<file path="config.mk">
export PLATFORM = sky130hd
export DESIGN_NAME = sd_clk_gen
export DESIGN_NICKNAME = d
export VERILOG_FILES = /design/src/rtl/sd_pkg.sv /design/src/rtl/sd_clk_gen.sv
export SDC_FILE = /design/constraint.sdc
export NUM_CORES = 1
export LEC_CHECK = 0
export CAP_MARGIN = 20
export CORE_MARGIN = 2
export CORE_UTILIZATION = 45
export CTS_BUF_LIST = sky130_fd_sc_hd__clkbuf_16
export CTS_CLUSTER_DIAMETER = 120
export CTS_CLUSTER_SIZE = 40
export DETAILED_ROUTE_END_ITERATION = 6
export PLACE_DENSITY = 0.7
export SLEW_MARGIN = 20
export SYNTH_ARGS = -nofsm -noshare
export SYNTH_HDL_FRONTEND = slang
export SYNTH_SLANG_ARGS = --single-unit
</file>
<file path="constraint.sdc">
create_clock -name clk -period 1.3 [get_ports clk]
set_input_delay 0.195 -clock clk [delete_from_list [all_inputs] [get_ports clk]]
set_output_delay 0.195 -clock clk [all_outputs]
set_load 0.005 [all_outputs]
</file>
<file path="src/rtl/sd_pkg.sv">
// Shared SD host constants and types.
// Divider defaults are consumed by the clock generator and the controller top.
package sd_pkg;

    localparam int SD_DIV_W = 8;

    localparam logic [SD_DIV_W-1:0] SD_DIV_INIT = 8'd62;
    localparam logic [SD_DIV_W-1:0] SD_DIV_FAST = 8'd0;

    typedef enum logic {
        SD_CLK_PARKED = 1'b0,
        SD_CLK_ACTIVE = 1'b1
    } sd_clk_state_t;

endpackage

</file>
<file path="src/rtl/sd_clk_gen.sv">
// SD card clock generator: programmable divider with edge strobes,
// glitch-free start/stop and divider updates only at falling edges.
module sd_clk_gen
    import sd_pkg::*;
#(
    parameter int              DIV_W       = SD_DIV_W,
    parameter logic [DIV_W-1:0] DEFAULT_DIV = SD_DIV_INIT
) (
    input  logic             clk,
    input  logic             rst,
    input  logic             en,
    input  logic [DIV_W-1:0] div,
    output logic             sd_clk,
    output logic             rise_stb,
    output logic             fall_stb,
    output logic             running
);

    sd_clk_state_t    state_q;
    sd_clk_state_t    state_d;
    logic             clk_q;
    logic             clk_d;
    logic [DIV_W-1:0] cnt_q;
    logic [DIV_W-1:0] cnt_d;
    logic [DIV_W-1:0] div_q;
    logic [DIV_W-1:0] div_d;
    logic             rise_q;
    logic             rise_d;
    logic             fall_q;
    logic             fall_d;
    logic             terminal;

    assign terminal = (cnt_q == div_q);

    always_ff @(posedge clk) begin
        if (rst) begin
            state_q <= SD_CLK_PARKED;
            clk_q   <= 1'b0;
            cnt_q   <= '0;
            div_q   <= DEFAULT_DIV;
            rise_q  <= 1'b0;
            fall_q  <= 1'b0;
        end else begin
            state_q <= state_d;
            clk_q   <= clk_d;
            cnt_q   <= cnt_d;
            div_q   <= div_d;
            rise_q  <= rise_d;
            fall_q  <= fall_d;
        end
    end

    always_comb begin
        state_d = state_q;
        clk_d   = clk_q;
        cnt_d   = cnt_q;
        div_d   = div_q;
        rise_d  = 1'b0;
        fall_d  = 1'b0;
        unique case (state_q)
            SD_CLK_PARKED: begin
                clk_d = 1'b0;
                cnt_d = '0;
                div_d = div;
                if (en) begin
                    state_d = SD_CLK_ACTIVE;
                end
            end
            SD_CLK_ACTIVE: begin
                if (!terminal) begin
                    // Compare precedes increment, so cnt never wraps.
                    cnt_d = cnt_q + 1'b1;
                end else begin
                    cnt_d = '0;
                    if (clk_q) begin
                        clk_d  = 1'b0;
                        fall_d = 1'b1;
                        div_d  = div;
                        if (!en) begin
                            state_d = SD_CLK_PARKED;
                        end
                    end else if (en) begin
                        clk_d  = 1'b1;
                        rise_d = 1'b1;
                    end else begin
                        // Low phase finished with en gone: park without rising.
                        state_d = SD_CLK_PARKED;
                        div_d   = div;
                    end
                end
            end
            default: begin
                state_d = SD_CLK_PARKED;
            end
        endcase
    end

    assign sd_clk   = clk_q;
    assign rise_stb = rise_q;
    assign fall_stb = fall_q;
    assign running  = (state_q == SD_CLK_ACTIVE);

endmodule

</file>
==> impl_results.md, run 1 <==
* Status: finished, violations left
* Failing checks: setup timing
* Nets at between 100 and 150
* Core Area at approximately 0.0022 mm²
* DRT iter0 DRCs at 13
* Vias/cell at 5.60
* Period minus WS final at approximately 1400 ps
* Min setup slack post-route at -101 ps
* Syn nets at between 100 and 150
* Hold Crit Class: flip-flop to flip-flop
* Hold Startpoint: sd_clk
* Adder-cell share of the synthesized area at 0.0118
* Die H at about 53 µm
* Mapped Area at about 0.0011 mm²
* Placed inst area at around 0.0013 mm²
* Sequential element share of the synthesized area at 0.377
* Commonest cells post-synth: dfxtp_1, nor3_1, nand3_1
* H-tree Lvls at 1
* Number of I/O port buffers at 14
* Most crowded layer after global routing: met2
* Starting Density at 0.480
* CP Data Required Time at roughly 1400 ps
* Worst Clk Skew at 2.00 ps
* Max Freq at between 700 and 800 MHz
* CTS clk-pin slew, worst paths at approximately 50 ps
* Slew @ Worst Pin at approximately 320 ps
* CP max FO at 7
* Synthesized instance count at around 100
* Pin count of the biggest net entering global routing at 12
* RSZ-0062 raised after global routing: true
* Placed insts at approximately 160
* FF-to-FF End: div_q[4]
* Post-place setup slack at -153 ps
* Reg2Reg Depth at 4
* Root buffer cell: clkbuf_16
* Worst skew pair latency at 250 ps
* Fin. Hold Viols at 0
* Hold path depth at 2
* Netlist cell types at 28
* Most common cell in the netlist: dfxtp_1
* Max_cap viols at 0
* Relative slew margins at 0.785
* Area added between synthesis and finish at 51.5%
* End of the worst hold path: sd_clk
* Synth area leader: dfxtp_1
* ANT cells at 0
* Num CTS Buffers at 3
* First-pass GRT wire length at roughly 4200 µm
* R2R Path Start: cnt_q[3]
* Setup-failing EPs final at 19
* Ranking of synthesized cells by area: dfxtp_1, xnor2_2, o311ai_1, nor3_1, nand3_1
* Routability-driven placement congestion ratio at approximately 0.78
* Ys flop type: dfxtp_1
* Vias in the first global route at between 900 and 1000
* Max Slew Vio Count at 0
* Top-area cell type share of the netlist area at 0.377
* CTS tree: built
* Total grt overflow at 0
* Pre-Repair DR Iteration Count at 4
* Clock Sinks at 20
* P per Cell Area at 977 mW/mm²
* YS warnings at 0
* Die Area at approximately 0.0028 mm²
* Routed wire per std cell at ~16 µm
* CP Capture Type: flip-flop
* Post-synthesis register bit count at 20
* Die width at between 50 and 60 µm
* Final worst path period share at 1.08
* Reg2Reg Setup Slack at -100 ps
* Initial antenna violation count at 0
* Met1 Usage GRT at 0.240
* Worst Path Arrival at between 1500 and 2000 ps
* LEAKAGE at ~0.62 nW
* Layout cell share with drive strength beyond 1 at 0.485
* Vias at 919
* Gr usage total at 0.209
* # IOs at 15
* Avg Cell Area, Syn at 10.2 µm²
* Combinational family with the most area after synthesis: simple AND/OR/NAND/NOR gates
* Synth Area in Compound Gates at 0.157
* VDD IR max at roughly 0.77 mV
* Final Non-Filler Cells at between 150 and 200
* Post-synthesis xor/xnor area fraction at 0.172
* DRC at 0
* Met2 usage at 0.375
* Async S/R FF share, synth at 0
* Design Area, Final at about 0.0016 mm²
* Startpoint Class: flip-flop
* Row Count at 17
* Cts hold-fix bufs at 0
* Post-synthesis mux area share at 0
* Post-synth EDFFs at 0
* WS Path Type: flip-flop to flip-flop
* Antenna viol nets, final at 0
* Setup TNS at -1170 ps
* Post-Synth Simple-Gate Area at 0.236
* Post-Route WL at 2590 µm
* Max clock buf depth at 2
* GRT met3 Usage at 0.0543
* DPL Wire Length at 1750 µm
## layout by cell type, fill, tap and decap left out, types with 2 or more instances in the layout
cell / n
nor3_2: 6
nand4_4: 2
inv_1: 6
nand3_1: 9
dfxtp_1: 9
nand2_1: 4
nor3_1: 3
o211ai_1: 5
clkdlybuf4s50_1: 12
clkbuf_16: 3
a31oi_1: 3
buf_6: 2
buf_4: 15
xor2_1: 5
and3_1: 5
xnor2_2: 7
o311ai_2: 6
dfxtp_2: 11
## repair_timing
| item | 4_1_cts | 5_1_grt |
|---|---|---|
| hold endpoints to repair | 0 | 0 |
| pin swaps | 15 | 19 |
| gates resized for setup | 10 | 32 |
| setup buffers | 2 | 0 |
| endpoints found under the setup margin | 7 | 21 |
## report_power, final
part           switching, W  internal, W
clock network      0.000212     0.000409
logic              0.000130     0.000140
registers         0.0000334     0.000646
## how the worst max path moves through the flow
stage          depth (start not counted)  slack (ps)      from  endpoint
5_1_grt                                5        -180  cnt_q[5]  div_q[6]
3_3_place_gp                           5        -130        en  div_q[6]
6_report                               4        -100  cnt_q[3]  div_q[4]
2_1_floorplan                          4          30  cnt_q[0]  div_q[1]
3_5_place_dp                           5        -150        en  div_q[3]
4_1_cts                                4         -50  cnt_q[3]  div_q[3]
## area by class of cell
| type | count | area, µm² |
|---|---|---|
| clock buffers | 3 | 75.1 |
| clock inverters | 1 | 3.75 |
| fillers | 168 | 604 |
| inverters | 7 | 26.3 |
| multi-input cells | 73 | 762 |
| flip-flops and latches | 20 | 414 |
| well taps | 28 | 35.0 |
| repair buffers | 32 | 292 |
## state kept, by name (all words and copies together) (netlist names)
register and count:
sd_clk 1, cnt_q 8, rise_stb 1, running 1
fall_stb 1, div_q 8
## per-layer routing
layer,share of wire,routed length [µm]
met5,0,0
met4,0,0
met3,0.030,77
met2,0.55,1420
met1,0.42,1080
## through the flow
stage	util	hold WS, ps	power [W]
detailed placement	0.603	511	0.000911
finish	0.727	485	0.00157
global route	0.727	504	0.00163
CTS	0.661	502	0.00155
global placement	0.603	507	0.000906
floorplan	-	312	0.000819
## cells by family (layout without fill, tap and decap cells)
kind of cell	Yosys count	count (layout)
and+or+nand+nor	38	38
xor gates and xnor gates	14	14
buffers and inverters	11	43
adders and majority gates	1	1
DFF	20	20
AOI/OAI and AO/OA	20	20
## worst max-delay path, stage by stage, from the launching register on
cell	delay (ps)
dfxtp_2	330
xnor2_2	230
nand4_4	230
o311ai_2	320
o211ai_1	140
Power figures use the tool's default switching activity.
==> run 2, diff against run 1 <==
--- a/config.mk
+++ b/config.mk
@@ -6,7 +6,6 @@
 export NUM_CORES = 1
 export LEC_CHECK = 0
 export CAP_MARGIN = 20
-export CORE_MARGIN = 2
 export CORE_UTILIZATION = 45
 export CTS_BUF_LIST = sky130_fd_sc_hd__clkbuf_16
 export CTS_CLUSTER_DIAMETER = 120
==> run 2 against run 1 <==
  * The flow still finishes with violations (setup timing)
  * Register-to-register slack is essentially flat
  * Global-route usage grew 2.7 points
  * Setup slack lost 0.77 ps
  * Die area shrank 7.5%
  * Largest cell class unchanged
==> impl_results.md, run 2 (same netlist as run 1, synthesis figures left out) <==
* Antenna viol nets, final at 0
* Slew @ Worst Pin at 280 ps
* DRT iter0 DRCs at 44
* Vias in the first global route at between 900 and 1000
* Design Area, Final at about 0.0017 mm²
* CP Data Required Time at about 1400 ps
* CP max stage delay at 340 ps
* Routability-driven placement congestion ratio at between 0.8 and 0.9
* Hold Crit Class: flip-flop to flip-flop
* Die H at just over 50 µm
* Met1 Usage GRT at 0.276
* Max_cap viols at 0
* Worst Clk Skew at 5.76 ps
* GRT met3 Usage at 0.0636
* ANT cells at 0
* VDD IR max at between 0.8 and 0.9 mV
* Bufs and invs on worst path at 1
* Layout cell share with drive strength beyond 1 at 0.565
* Pin count of the biggest net entering global routing at 12
* Final core utilization at 0.777
* Vias/cell at 5.89
* Met2 usage at 0.398
* Pre-Repair DR Iteration Count at 4
* Max Freq at approximately 700 MHz
* Critical path's top delay family: simple AND/OR/NAND/NOR gates
* Setup TNS at -1140 ps
* Clock Sinks at 20
* CP max-delay cell: dfxtp_2
* Setup-failing EPs final at 19
* Final worst path period share at 1.08
* Period minus WS final at roughly 1400 ps
* Die Area at 0.00256 mm²
* Starting Density at 0.480
* Die width at between 50 and 60 µm
* Max clock buf depth at 2
* Total grt overflow at 0
* Placed insts at ~160
* WS Path Type: flip-flop to flip-flop
* Status: finished, violations left
* DRC at 0
* H-tree Lvls at 1
* Max Slew Vio Count at 0
* Most crowded layer after global routing: met2
* Fin. Hold Viols at 0
* Root buffer cell: clkbuf_16
* Final Non-Filler Cells at roughly 170
* Nets at 151
* Worst Path Arrival at 1520 ps
* CTS tree: built
* P per Cell Area at around 950 mW/mm²
* DPL Wire Length at ~1800 µm
* Area added between synthesis and finish at 61.9%
* Routed wire per std cell at roughly 17 µm
* Vias at between 900 and 1000
* Post-Route WL at ~2900 µm
* Cell Chain, Critical Path: xnor2_2, nand4_4, nor2_4, buf_6, o311ai_2
* Relative slew margins at 0.812
* Hold slack at 492 ps
* CP Capture Type: flip-flop
* LEAKAGE at roughly 0.62 nW
* # IOs at 15
* Gr usage total at 0.236
* Most frequent cells in the layout: buf_4, dfxtp_2, clkdlybuf4s50_1, o311ai_2, nand3_1
* Startpoint Class: flip-flop
* Initial antenna violation count at 0
* Largest regs: cnt_q x8, div_q x8
* Core Area at 0.00221 mm²
* Setup bufs post-CTS at 0
* CTS clk-pin slew, worst paths at approximately 60 ps
* CP max FO at 7
* Worst skew pair latency at roughly 260 ps
* Row Count at 17
* RSZ-0062 raised after global routing: true
* First-pass GRT wire length at ~4400 µm
* Failing checks: setup timing
* Placed inst area at about 0.0014 mm²
* Commonest non-fill, non-tap cell in the layout: buf_4
* Min setup slack post-route at -102 ps
* Num CTS Buffers at 3
* Number of I/O port buffers at 14
## run 2: per-layer routing
layer  wire, µm  part of all wire
met4         75             0.026
met1       1140              0.40
met2       1510              0.53
met3        143             0.050
met5          0                 0
## run 2: worst paths after layout
path	from	to	slack, ps	cells after the start
max	div_q[6]	div_q[7]	-100	5
min	sd_clk	sd_clk	490	2
max reg2reg	div_q[6]	div_q[7]	-100	5
min reg2reg	sd_clk	sd_clk	490	2
## run 2: worst reg2reg max path, cell delays in order, from the launching register on
cell      delay (ps)
dfxtp_2          340
xnor2_2          210
nand4_4          250
nor2_4           240
buf_6            150
o311ai_2          80
## run 2: metrics by stage
stage,total power (W),worst slack (ps)
floorplan,0.000819,27.2
global placement,0.000906,-122
detailed placement,0.000912,-176
CTS,0.00156,-45.1
global route,0.00170,-150
finish,0.00163,-102
## run 2: what timing repair did
action,CTS,global route
endpoints found under the setup margin,12,20
gates resized for setup,25,35
pin swaps,23,12
hold buffers,0,0
## run 2: power breakdown
part / switching (W) / leakage (nW) / internal [W]
sequential: 0.0000503 / 0.168 / 0.000648
clock: 0.000232 / 0.0385 / 0.000410
combinational: 0.000128 / 0.418 / 0.000160
total: 0.000411 / 0.624 / 0.00122
## run 2: area by class of cell
cell class | count | area, µm²
tap | 28 | 35.0
clock buffer | 3 | 75.1
multi-input combinational | 73 | 848
inverter | 7 | 26.3
sequential | 20 | 427
clock inverter | 1 | 3.75
timing repair buffer | 34 | 303
fill | 147 | 494
